===== src/rtl/game_timer_bcd_pkg.sv =====
// rtl/game_timer_bcd_pkg.sv - shared types, widths and BCD step helper for the game timer
package game_timer_bcd_pkg;

    typedef enum logic [1:0] {
        ST_IDLE  = 2'd0,
        ST_RUN   = 2'd1,
        ST_PAUSE = 2'd2,
        ST_DONE  = 2'd3
    } state_e;

    localparam int TENS_W  = 3;
    localparam int UNITS_W = 4;
    localparam int TIME_W  = TENS_W + UNITS_W;

    localparam logic [TIME_W-1:0] END_UP   = 7'h79;
    localparam logic [TIME_W-1:0] END_DOWN = 7'h00;

    // One-second step on packed BCD; digits are handled separately so units stay 0..9.
    function automatic logic [TIME_W-1:0] bcd_step(input logic [TIME_W-1:0] v, input logic down);
        logic [TENS_W-1:0]  t;
        logic [UNITS_W-1:0] u;
        t = v[TIME_W-1:UNITS_W];
        u = v[UNITS_W-1:0];
        if (down) begin
            if (u != 4'd0) begin
                u = u - 4'd1;
            end else begin
                u = 4'd9;
                t = t - 3'd1;
            end
        end else begin
            if (u != 4'd9) begin
                u = u + 4'd1;
            end else begin
                u = 4'd0;
                t = t + 3'd1;
            end
        end
        return {t, u};
    endfunction

endpackage


===== src/rtl/game_timer_bcd_tick_gen.sv =====
// rtl/game_timer_bcd_tick_gen.sv - one-second prescaler with enable and synchronous clear
module game_timer_bcd_tick_gen #(
    parameter int unsigned TICK_DIV = 50_000_000
) (
    input  logic clk,
    input  logic rst_n,
    input  logic en,
    input  logic clr,
    output logic tick
);

    localparam int unsigned CNT_W = $clog2(TICK_DIV);
    localparam logic [CNT_W-1:0] LAST = CNT_W'(TICK_DIV - 1);

    logic [CNT_W-1:0] cnt_q;
    logic [CNT_W-1:0] cnt_d;

    // Tick only when the counter is allowed to advance, so a held count keeps its partial second.
    assign tick = en && (cnt_q == LAST);

    // Next prescaler value: clear wins, otherwise wrap at LAST while enabled, else hold.
    always_comb begin
        cnt_d = cnt_q;
        if (clr) begin
            cnt_d = '0;
        end else if (en) begin
            cnt_d = (cnt_q == LAST) ? '0 : cnt_q + 1'b1;
        end
    end

    // Prescaler register.
    always_ff @(posedge clk or negedge rst_n) begin
        if (!rst_n) begin
            cnt_q <= '0;
        end else begin
            cnt_q <= cnt_d;
        end
    end

endmodule


===== src/rtl/game_timer_bcd.sv =====
// rtl/game_timer_bcd.sv - BCD seconds counter with start/pause/clear/game_over control
module game_timer_bcd
    import game_timer_bcd_pkg::*;
#(
    parameter int unsigned TICK_DIV    = 50_000_000,
    parameter bit          COUNT_DOWN  = 1'b1,
    parameter logic [2:0]  START_TENS  = 3'd6,
    parameter logic [3:0]  START_UNITS = 4'd0
) (
    input  logic       clk,
    input  logic       rst_n,
    input  logic       start,
    input  logic       pause,
    input  logic       clear,
    input  logic       game_over,
    output logic [6:0] dout_time,
    output logic       running,
    output logic       time_up
);

    localparam logic [TIME_W-1:0] INIT    = COUNT_DOWN ? {START_TENS, START_UNITS} : 7'h00;
    localparam logic [TIME_W-1:0] END_VAL = COUNT_DOWN ? END_DOWN : END_UP;

    state_e            state_q, state_d;
    logic [TIME_W-1:0] dout_q, dout_d;
    logic              running_q, running_d;
    logic              time_up_q, time_up_d;

    logic              tick;
    logic              tick_en;
    logic [TIME_W-1:0] step_val;
    logic              step_final;
    logic              at_end;

    // Pause/start/clear outrank the tick, so the prescaler does not advance on those cycles.
    assign tick_en    = (state_q == ST_RUN) && !pause && !start && !clear;
    assign step_val   = bcd_step(dout_q, COUNT_DOWN);
    assign step_final = (step_val == END_VAL);
    // Only reachable by starting at the end value (e.g. a 00 countdown preset).
    assign at_end     = (dout_q == END_VAL);

    game_timer_bcd_tick_gen #(
        .TICK_DIV (TICK_DIV)
    ) u_tick_gen (
        .clk   (clk),
        .rst_n (rst_n),
        .en    (tick_en),
        .clr   (start | clear),
        .tick  (tick)
    );

    // State and registered outputs.
    always_ff @(posedge clk or negedge rst_n) begin
        if (!rst_n) begin
            state_q   <= ST_IDLE;
            dout_q    <= INIT;
            running_q <= 1'b0;
            time_up_q <= 1'b0;
        end else begin
            state_q   <= state_d;
            dout_q    <= dout_d;
            running_q <= running_d;
            time_up_q <= time_up_d;
        end
    end

    // Next state; priority clear > start > game_over > pause > tick.
    always_comb begin
        state_d = state_q;
        if (clear) begin
            state_d = ST_IDLE;
        end else if (start) begin
            state_d = ST_RUN;
        end else begin
            case (state_q)
                ST_RUN: begin
                    if (at_end || game_over) begin
                        state_d = ST_DONE;
                    end else if (pause) begin
                        state_d = ST_PAUSE;
                    end else if (tick && step_final) begin
                        state_d = ST_DONE;
                    end
                end
                ST_PAUSE: begin
                    if (game_over) begin
                        state_d = ST_DONE;
                    end else if (pause) begin
                        state_d = ST_RUN;
                    end
                end
                default: state_d = state_q;
            endcase
        end
    end

    // Next outputs: time value, end-of-count pulse, and running lagging state by one register.
    always_comb begin
        dout_d    = dout_q;
        time_up_d = 1'b0;
        running_d = (state_q == ST_RUN);
        if (clear || start) begin
            dout_d = INIT;
        end else if (state_q == ST_RUN) begin
            if (at_end) begin
                time_up_d = 1'b1;
            end else if (game_over) begin
                // A final tick landing with game_over still completes the count.
                if (tick && step_final) begin
                    dout_d    = step_val;
                    time_up_d = 1'b1;
                end
            end else if (!pause && tick) begin
                dout_d    = step_val;
                time_up_d = step_final;
            end
        end
    end

    assign dout_time = dout_q;
    assign running   = running_q;
    assign time_up   = time_up_q;

endmodule


===== config.mk =====
export PLATFORM = sky130hd
export DESIGN_NAME = game_timer_bcd
export DESIGN_NICKNAME = d
export VERILOG_FILES = /design/src/rtl/game_timer_bcd_pkg.sv /design/src/rtl/game_timer_bcd_tick_gen.sv /design/src/rtl/game_timer_bcd.sv
export SDC_FILE = /design/constraint.sdc
export NUM_CORES = 1
export LEC_CHECK = 0
export BUFFER_PORTS_ARGS = -buffer_cell sky130_fd_sc_hd__buf_2
export CORE_ASPECT_RATIO = 1.1
export CORE_MARGIN = 2
export CORE_UTILIZATION = 55
export CTS_CLUSTER_SIZE = 16
export DETAILED_ROUTE_END_ITERATION = 6
export HOLD_SLACK_MARGIN = 0.15
export PLACE_DENSITY_LB_ADDON = 0.15
export SYNTH_ARGS = -nofsm -noshare
export SYNTH_HDL_FRONTEND = slang
export SYNTH_SLANG_ARGS = --single-unit

===== constraint.sdc =====
create_clock -name clk -period 2.6 [get_ports clk]
set_clock_uncertainty 0.1 [all_clocks]
set_input_delay 0.52 -clock clk [delete_from_list [all_inputs] [get_ports clk]]
set_output_delay 0.52 -clock clk [all_outputs]
set_load 0.01 [all_outputs]

==> results of run 1 <==
power by group:
| part | internal [mW] | total (mW) | switching, mW |
|---|---|---|---|
| registers | 0.585 | 0.592 | 0.00691 |
| logic | 0.0421 | 0.115 | 0.0724 |
| clock network | 0.210 | 0.403 | 0.193 |
| total | 0.838 | 1.11 | 0.272 |
cell families (layout without fill, tap and decap cells):
logic type                 count (synthesis)  in the layout
AOI/OAI and AO/OA                         56             56
xor gates and xnor gates                  12             12
adders and majority gates                  5              5
buffers and inverters                     19             40
DFF                                       37             37
muxes                                      5              5
and+or+nand+nor                          116            116
final cells by class:
cell class,count,area (um2),area share
Tap cell,52,65.1,0.0267
Sequential cell,37,928,0.381
Multi-Input combinational cell,194,1180,0.484
Clock buffer,7,86.3,0.0355
Inverter,10,37.5,0.0154
Timing Repair Buffer,23,138,0.0566
sequential cells by signal, indices dropped and copies added, names as in the netlist:
name and count:
running 1, u_tick_gen.cnt_q 26, time_up 1, dout_time 7, state_q 2
critical path: cells and delay by family, from the launching register on:
kind | cells | cell delay [ns]
simple gates | 3 | 0.97
compound gates | 3 | 0.47
flops | 1 | 0.40
fa+ha+maj | 1 | 0.26
placed cells by master (no fill, tap or decap), types with 2 or more instances in the layout:
| cell | Yosys | routed |
|---|---|---|
| dfrtp_1 | 35 | 35 |
| nor2_1 | 30 | 30 |
| nand2_1 | 24 | 24 |
| o21ai_0 | 23 | 23 |
| nand3_1 | 19 | 19 |
| buf_2 | 3 | 14 |
| inv_1 | 10 | 10 |
| a21oi_1 | 10 | 10 |
| a31oi_1 | 10 | 10 |
| buf_4 | 0 | 9 |
| xor2_1 | 8 | 8 |
| nand4_1 | 7 | 7 |
| clkbuf_8 | 0 | 6 |
| nor4_1 | 5 | 5 |
| and2_1 | 5 | 5 |
| ha_1 | 5 | 5 |
| xnor2_1 | 4 | 4 |
| and3_1 | 4 | 4 |
| nor4bb_1 | 4 | 4 |
| and4_1 | 4 | 4 |
| mux2i_1 | 4 | 4 |
| o31ai_1 | 2 | 2 |
| a22o_1 | 2 | 2 |
| o21a_1 | 2 | 2 |
| a211oi_1 | 2 | 2 |
| nand3b_1 | 2 | 2 |
| nor3_1 | 2 | 2 |
| dfstp_2 | 2 | 2 |
worst min-delay path by stage:
| stage | startpoint | end | slack [ns] | depth (start not counted) |
|---|---|---|---|---|
| 2_1_floorplan | rst_n | dout_time[0]$_DFFE_PN0P_ | 0.12 | 0 |
| 3_3_place_gp | u_tick_gen.cnt_q[4]$_DFFE_PN0P_ | u_tick_gen.cnt_q[4]$_DFFE_PN0P_ | 0.39 | 1 |
| 3_5_place_dp | u_tick_gen.cnt_q[4]$_DFFE_PN0P_ | u_tick_gen.cnt_q[4]$_DFFE_PN0P_ | 0.40 | 1 |
| 4_1_cts | rst_n | u_tick_gen.cnt_q[20]$_DFFE_PN0P_ | 0.26 | 1 |
| 5_1_grt | rst_n | u_tick_gen.cnt_q[15]$_DFFE_PN0P_ | 0.30 | 1 |
| 6_report | rst_n | u_tick_gen.cnt_q[21]$_DFFE_PN0P_ | 0.22 | 1 |
synth_stat cells, drive strengths merged (4+ instances only):
cell type   n  share of area
inv        10          0.017
a21oi      10          0.023
nor2       30          0.051
mux2i       4          0.018
nand3      19          0.043
and3        5          0.015
xor2        8          0.032
nand4       7          0.020
xnor2       4          0.016
nand2      24          0.041
clkbuf      5         0.0086
buf         4          0.012
nor4        7          0.030
nor4bb      4          0.018
a31oi      10          0.029
dfrtp      35           0.40
o21ai      23          0.053
and4        4          0.016
and2        5          0.014
ha          5          0.029
per-stage QoR:
| stage | utilization | hold slack (ns) | instance area [um2] | setup WS (ns) |
|---|---|---|---|---|
| floorplan | - | 0.124 | 2190 | 0.294 |
| global placement | 0.601 | 0.389 | 2350 | 0.303 |
| detailed placement | 0.601 | 0.399 | 2350 | 0.263 |
| CTS | 0.623 | 0.258 | 2430 | 0.287 |
| global route | 0.623 | 0.298 | 2430 | 0.0694 |
| finish | 0.623 | 0.222 | 2430 | 0.315 |
routing by layer:
layer | GRT usage | wire (um)
met5 | 0 | 0
met4 | 0.106 | 78
met3 | 0.0370 | 212
met2 | 0.420 | 2420
met1 | 0.295 | 2150
==> impl_metrics.toml, run 1 <==
[setup_path]
cp-start-kind = "flip-flop"
ff2ff_setup_slack_ns = 0.31
required_ns = 2.71
r2r_start = "u_tick_gen.cnt_q[0]$_DFFE_PN0P_"
timing.critical_path.slowest_stage_cell = "nor2_1"
crit-reg2reg-capture = "u_tick_gen.cnt_q[7]$_DFFE_PN0P_"
endpoint = "u_tick_gen.cnt_q[7]$_DFFE_PN0P_"
critPathMaxFanout = 11
critical_path.endpoint_type = "flip-flop"
crit_start = "u_tick_gen.cnt_q[0]$_DFFE_PN0P_"
cp_cell_sequence = "ha_1 > and4_1 > nand4_1 > o21ai_0 > nor2_1 > a31oi_1 > a31oi_1"
timing.critical_path.slowest_cell_delay_ns = 0.62
crit_type = "reg -> reg"
crit_path_frequent_cell = "a31oi_1"
worst-endpoint-arrival_ns = 2.40
ff2ff_path_depth = 7

[yosys]
synthesis.nets = 261
synth.yosys.warnings = 0
synth_top_flop_cell = "dfrtp_1"
postSynthRegisterBits = 37
ys_async_sr_fraction = 1.00
synth_fa_ha_area_frac = 0.0286
largest_family_of_logic_cells_by_synthesized_area = "simple AND/OR/NAND/NOR gates"
yosys-mux-area-fraction = 0.0251
synth_seq_area_share = 0.424
synth.distinct_cells = 44
post_synth_xor_area_fraction = 0.0480
postSynthCellCount = 250
synth_compound_area_frac = 0.155
synth_edf_count = 0
netlist_area_mm2 = 0.00219
synth-simple-area-share = 0.282
synth_area_per_cell_um2 = 8.76

[layout]
area_growth_syn_to_layout_pct = 11.1
antenna-diode-count = 0
fillerInstances = 364
post_layout_nonfiller_instances = 323
final_nets = 282
final_layout_size_suffix_gt1_frac = 0.137

[pwr]
p_leak_nw = 1.07
fin_total_pwr_mw = 1.11
power-per-cell-area_mw_per_mm2 = 456
max-vdd-ir-drop_mv = 0.242

[drt]
wl_per_cell_um = 15.1
detail_route.wirelength_um = 4860
detailedRoute.firstIterationViolations = 109
routed-via-count = 1907
post-route-drc-count = 0
first_pass_iters = 4
via_per_inst = 5.90
antenna_violating_nets_post_route = 0

[sta]
final_max_slew_viol_count = 0
min_period_over_period = 0.879
fmax_mhz = 438
layout_min_cycle_time_ns = 2.29
relSlewSlack = 0.451
worst_pin_slew_ns = 0.824
setup_viol_count_final = 0
report.final.hold_viol_count = 0
finalSetupTns_ns = 0
unrepaired_setup_endpoints_after_global_routing = "false"

[clocking]
cts_post_setup_buffers_inserted = 0
later_pin_clock_latency_in_the_skew_report_ns = 0.29
htree_num_levels = 2
postCtsResizedCells = 0
cts_inserted_buffers = 5
tritoncts_clock_tree = "yes"
clkTransAtPathRegs_ns = 0.07
post_cts_hold_buffer_count = 0
cts_max_path_buffers = 2
cts_root_buf = "clkbuf_8"
tritoncts_num_sinks = 37

[die]
core_footprint_mm2 = 0.00390
io-pin-count = 15
floorplan.initialDensity = 0.561
dieArea_mm2 = 0.00450
placementRows = 24
dieWidth_um = 64.2
fp.dieH_um = 70.2

[global_routing]
pin_count_of_the_biggest_net_entering_global_routing = 38
antenna_found_initial = 0
gr-total-overflow = 0
grt_first_pass_wirelength_um = 8590
grt_pass1_vias = 1881
overall_routing_resource_usage = 0.242

[place]
gp_routability_congestion = 0.884
post-place-cells = 316
port_buffers = 14
detailed_place_hpwl_um = 3520

[outcome]
run_status = "finished, final reports clean"

[worst_hold_path]
hold_path_class = "in -> async"

[flow_run]
cap_violations = 0
No activity file was read; power rests on OpenSTA's default activity.
==> run 2, diff against run 1 <==
--- a/config.mk
+++ b/config.mk
@@ -13,6 +13,7 @@
 export DETAILED_ROUTE_END_ITERATION = 6
 export HOLD_SLACK_MARGIN = 0.15
 export PLACE_DENSITY_LB_ADDON = 0.15
+export SETUP_SLACK_MARGIN = 0.4
 export SYNTH_ARGS = -nofsm -noshare
 export SYNTH_HDL_FRONTEND = slang
 export SYNTH_SLANG_ARGS = --single-unit
==> impl_metrics.toml, run 2 (synthesis results as in run 1) <==
[drt]
routed-via-count = 1937
first_pass_iters = 4
wl_per_cell_um = 15.4
post-route-drc-count = 0
detail_route.wirelength_um = 5050
via_per_inst = 5.92
antenna_violating_nets_post_route = 0
detailedRoute.firstIterationViolations = 165

[clocking]
post_cts_hold_buffer_count = 0
cts_root_buf = "clkbuf_8"
later_pin_clock_latency_in_the_skew_report_ns = 0.29
tritoncts_num_sinks = 37
clkTransAtPathRegs_ns = 0.07
cts_max_path_buffers = 2
cts_inserted_buffers = 5
tritoncts_clock_tree = "yes"
htree_num_levels = 2

[place]
detailed_place.area_mm2 = 0.00235
gp_routability_congestion = 0.874
detailed_place_hpwl_um = 3650
pre_cts_slack_ns = 0.312
post-place-cells = 316
port_buffers = 14

[sta]
relSlewSlack = 0.461
layout_min_cycle_time_ns = 2.18
min_period_over_period = 0.839
final_max_slew_viol_count = 0
worst_pin_slew_ns = 0.809
setup_viol_count_final = 0
unrepaired_setup_endpoints_after_global_routing = "true"
final.setup.worst_slack_ns = 0.419
finalHoldWorstSlack_ns = 0.219
fmax_mhz = 458
report.final.hold_viol_count = 0
finalSetupTns_ns = 0

[layout]
finalCoreUtilization = 0.646
fillerInstances = 352
area_growth_syn_to_layout_pct = 15.1
regMostFlops = "u_tick_gen.cnt_q"
layout.cells.most_common = "dfrtp_1"
layout_common_cells = "dfrtp_1, nor2_1, nand2_1, o21ai_0, nand3_1"
layout.area.seq_um2 = 932
final_layout_size_suffix_gt1_frac = 0.204
number_of_flip_flops_under_the_largest_register_name = 26
design_area_mm2 = 0.00252
antenna-diode-count = 0
multi_input_comb_area_mm2 = 0.00123
post_layout_nonfiller_instances = 327
final_nets = 286

[setup_path]
cp_cell_sequence = "inv_2 > ha_4 > a311oi_2 > o21a_1 > o211a_1 > mux2_4 > a22o_1"
critical_path.endpoint_type = "flip-flop"
critical_path_buf_inv_count = 1
timing.critical_path.slowest_stage_cell = "dfstp_2"
critical_path_depth = 7
cpLargestDelayFamily = "compound AO/OA/AOI/OAI gates"
timing.critical_path.slowest_cell_delay_ns = 0.54
required_ns = 2.68
ff2ff_path_depth = 7
crit_type = "reg -> reg"
worst-endpoint-arrival_ns = 2.27
critPathMaxFanout = 4
cp-start-kind = "flip-flop"

[pwr]
p_leak_nw = 1.10
power.internal_mw = 0.843
total_switching_power_mw = 0.283
power-per-cell-area_mw_per_mm2 = 447
max-vdd-ir-drop_mv = 0.203
power.share.combinational = 0.109
fin_total_pwr_mw = 1.13
pwr-share-seq = 0.526
power.share.switching = 0.252
clockPowerShare = 0.365

[global_routing]
use_met1 = 0.311
pin_count_of_the_biggest_net_entering_global_routing = 38
gr-usage-met2 = 0.420
grt_pass1_vias = 1879
top_usage_layer = "met2"
antenna_found_initial = 0
groute.layer.met3.usage = 0.0548
overall_routing_resource_usage = 0.249
gr-total-overflow = 0
grt_first_pass_wirelength_um = 8730

[flow_run]
cap_violations = 0

[die]
floorplan.initialDensity = 0.561
dieArea_mm2 = 0.00450
fp.dieH_um = 70.2
io-pin-count = 15
core_footprint_mm2 = 0.00390
dieWidth_um = 64.2
placementRows = 24

[outcome]
run_status = "finished, final reports clean"

[worst_hold_path]
hold_path_class = "in -> async"
run 2: path summary, 6_finish.rpt:
kind | from | end | slack, ns
min in group clk | u_tick_gen.cnt_q[4]$_DFFE_PN0P_ | u_tick_gen.cnt_q[4]$_DFFE_PN0P_ | 0.41
worst min-delay path | rst_n | u_tick_gen.cnt_q[21]$_DFFE_PN0P_ | 0.22
worst max-delay path | dout_time[5]$_DFFE_PN1P_ | dout_time[1]$_DFFE_PN0P_ | 0.42
worst min register to register | u_tick_gen.cnt_q[4]$_DFFE_PN0P_ | u_tick_gen.cnt_q[4]$_DFFE_PN0P_ | 0.41
max in group asynchronous | rst_n | u_tick_gen.cnt_q[8]$_DFFE_PN0P_ | 1.62
worst max register to register | dout_time[5]$_DFFE_PN1P_ | dout_time[1]$_DFFE_PN0P_ | 0.42
run 2: area by class of cell:
type | instances | area share
well taps | 52 | 0.0258
multi-input cells | 194 | 0.489
clock buffers | 7 | 0.0342
flip-flops and latches | 37 | 0.370
inverters | 10 | 0.0149
repair buffers | 27 | 0.0665
run 2: power by group through the flow:
stage                     Combinational, mW  Sequential (mW)  Clock (mW)
after detailed placement              0.115            0.603           0
after CTS                             0.117            0.592       0.419
after global routing                  0.141            0.594       0.436
after global placement                0.114            0.603           0
after floorplan                      0.0663            0.603           0
final                                 0.123            0.593       0.411
run 2: repair_timing:
action / in CTS / in global routing
gates resized for setup: 1 / 17
hold endpoints to repair: 0 / 0
pin swaps: 1 / 4
endpoints found under the setup margin: 7 / 22
setup buffers: 1 / 3
run 2: worst register-to-register path, delay by kind of cell (launching register included):
family,cells,cell delay [ns]
compound gates,4,0.91
fa+ha+maj,1,0.15
mux,1,0.31
buf+inv,1,0.05
flops,1,0.54
run 2: layer usage:
| layer | part of all wire | vias up |
|---|---|---|
| li1 | - | 955 |
| met1 | 0.45 | 941 |
| met2 | 0.50 | 37 |
| met3 | 0.039 | 4 |
| met4 | 0.011 | 0 |
| met5 | 0 | - |
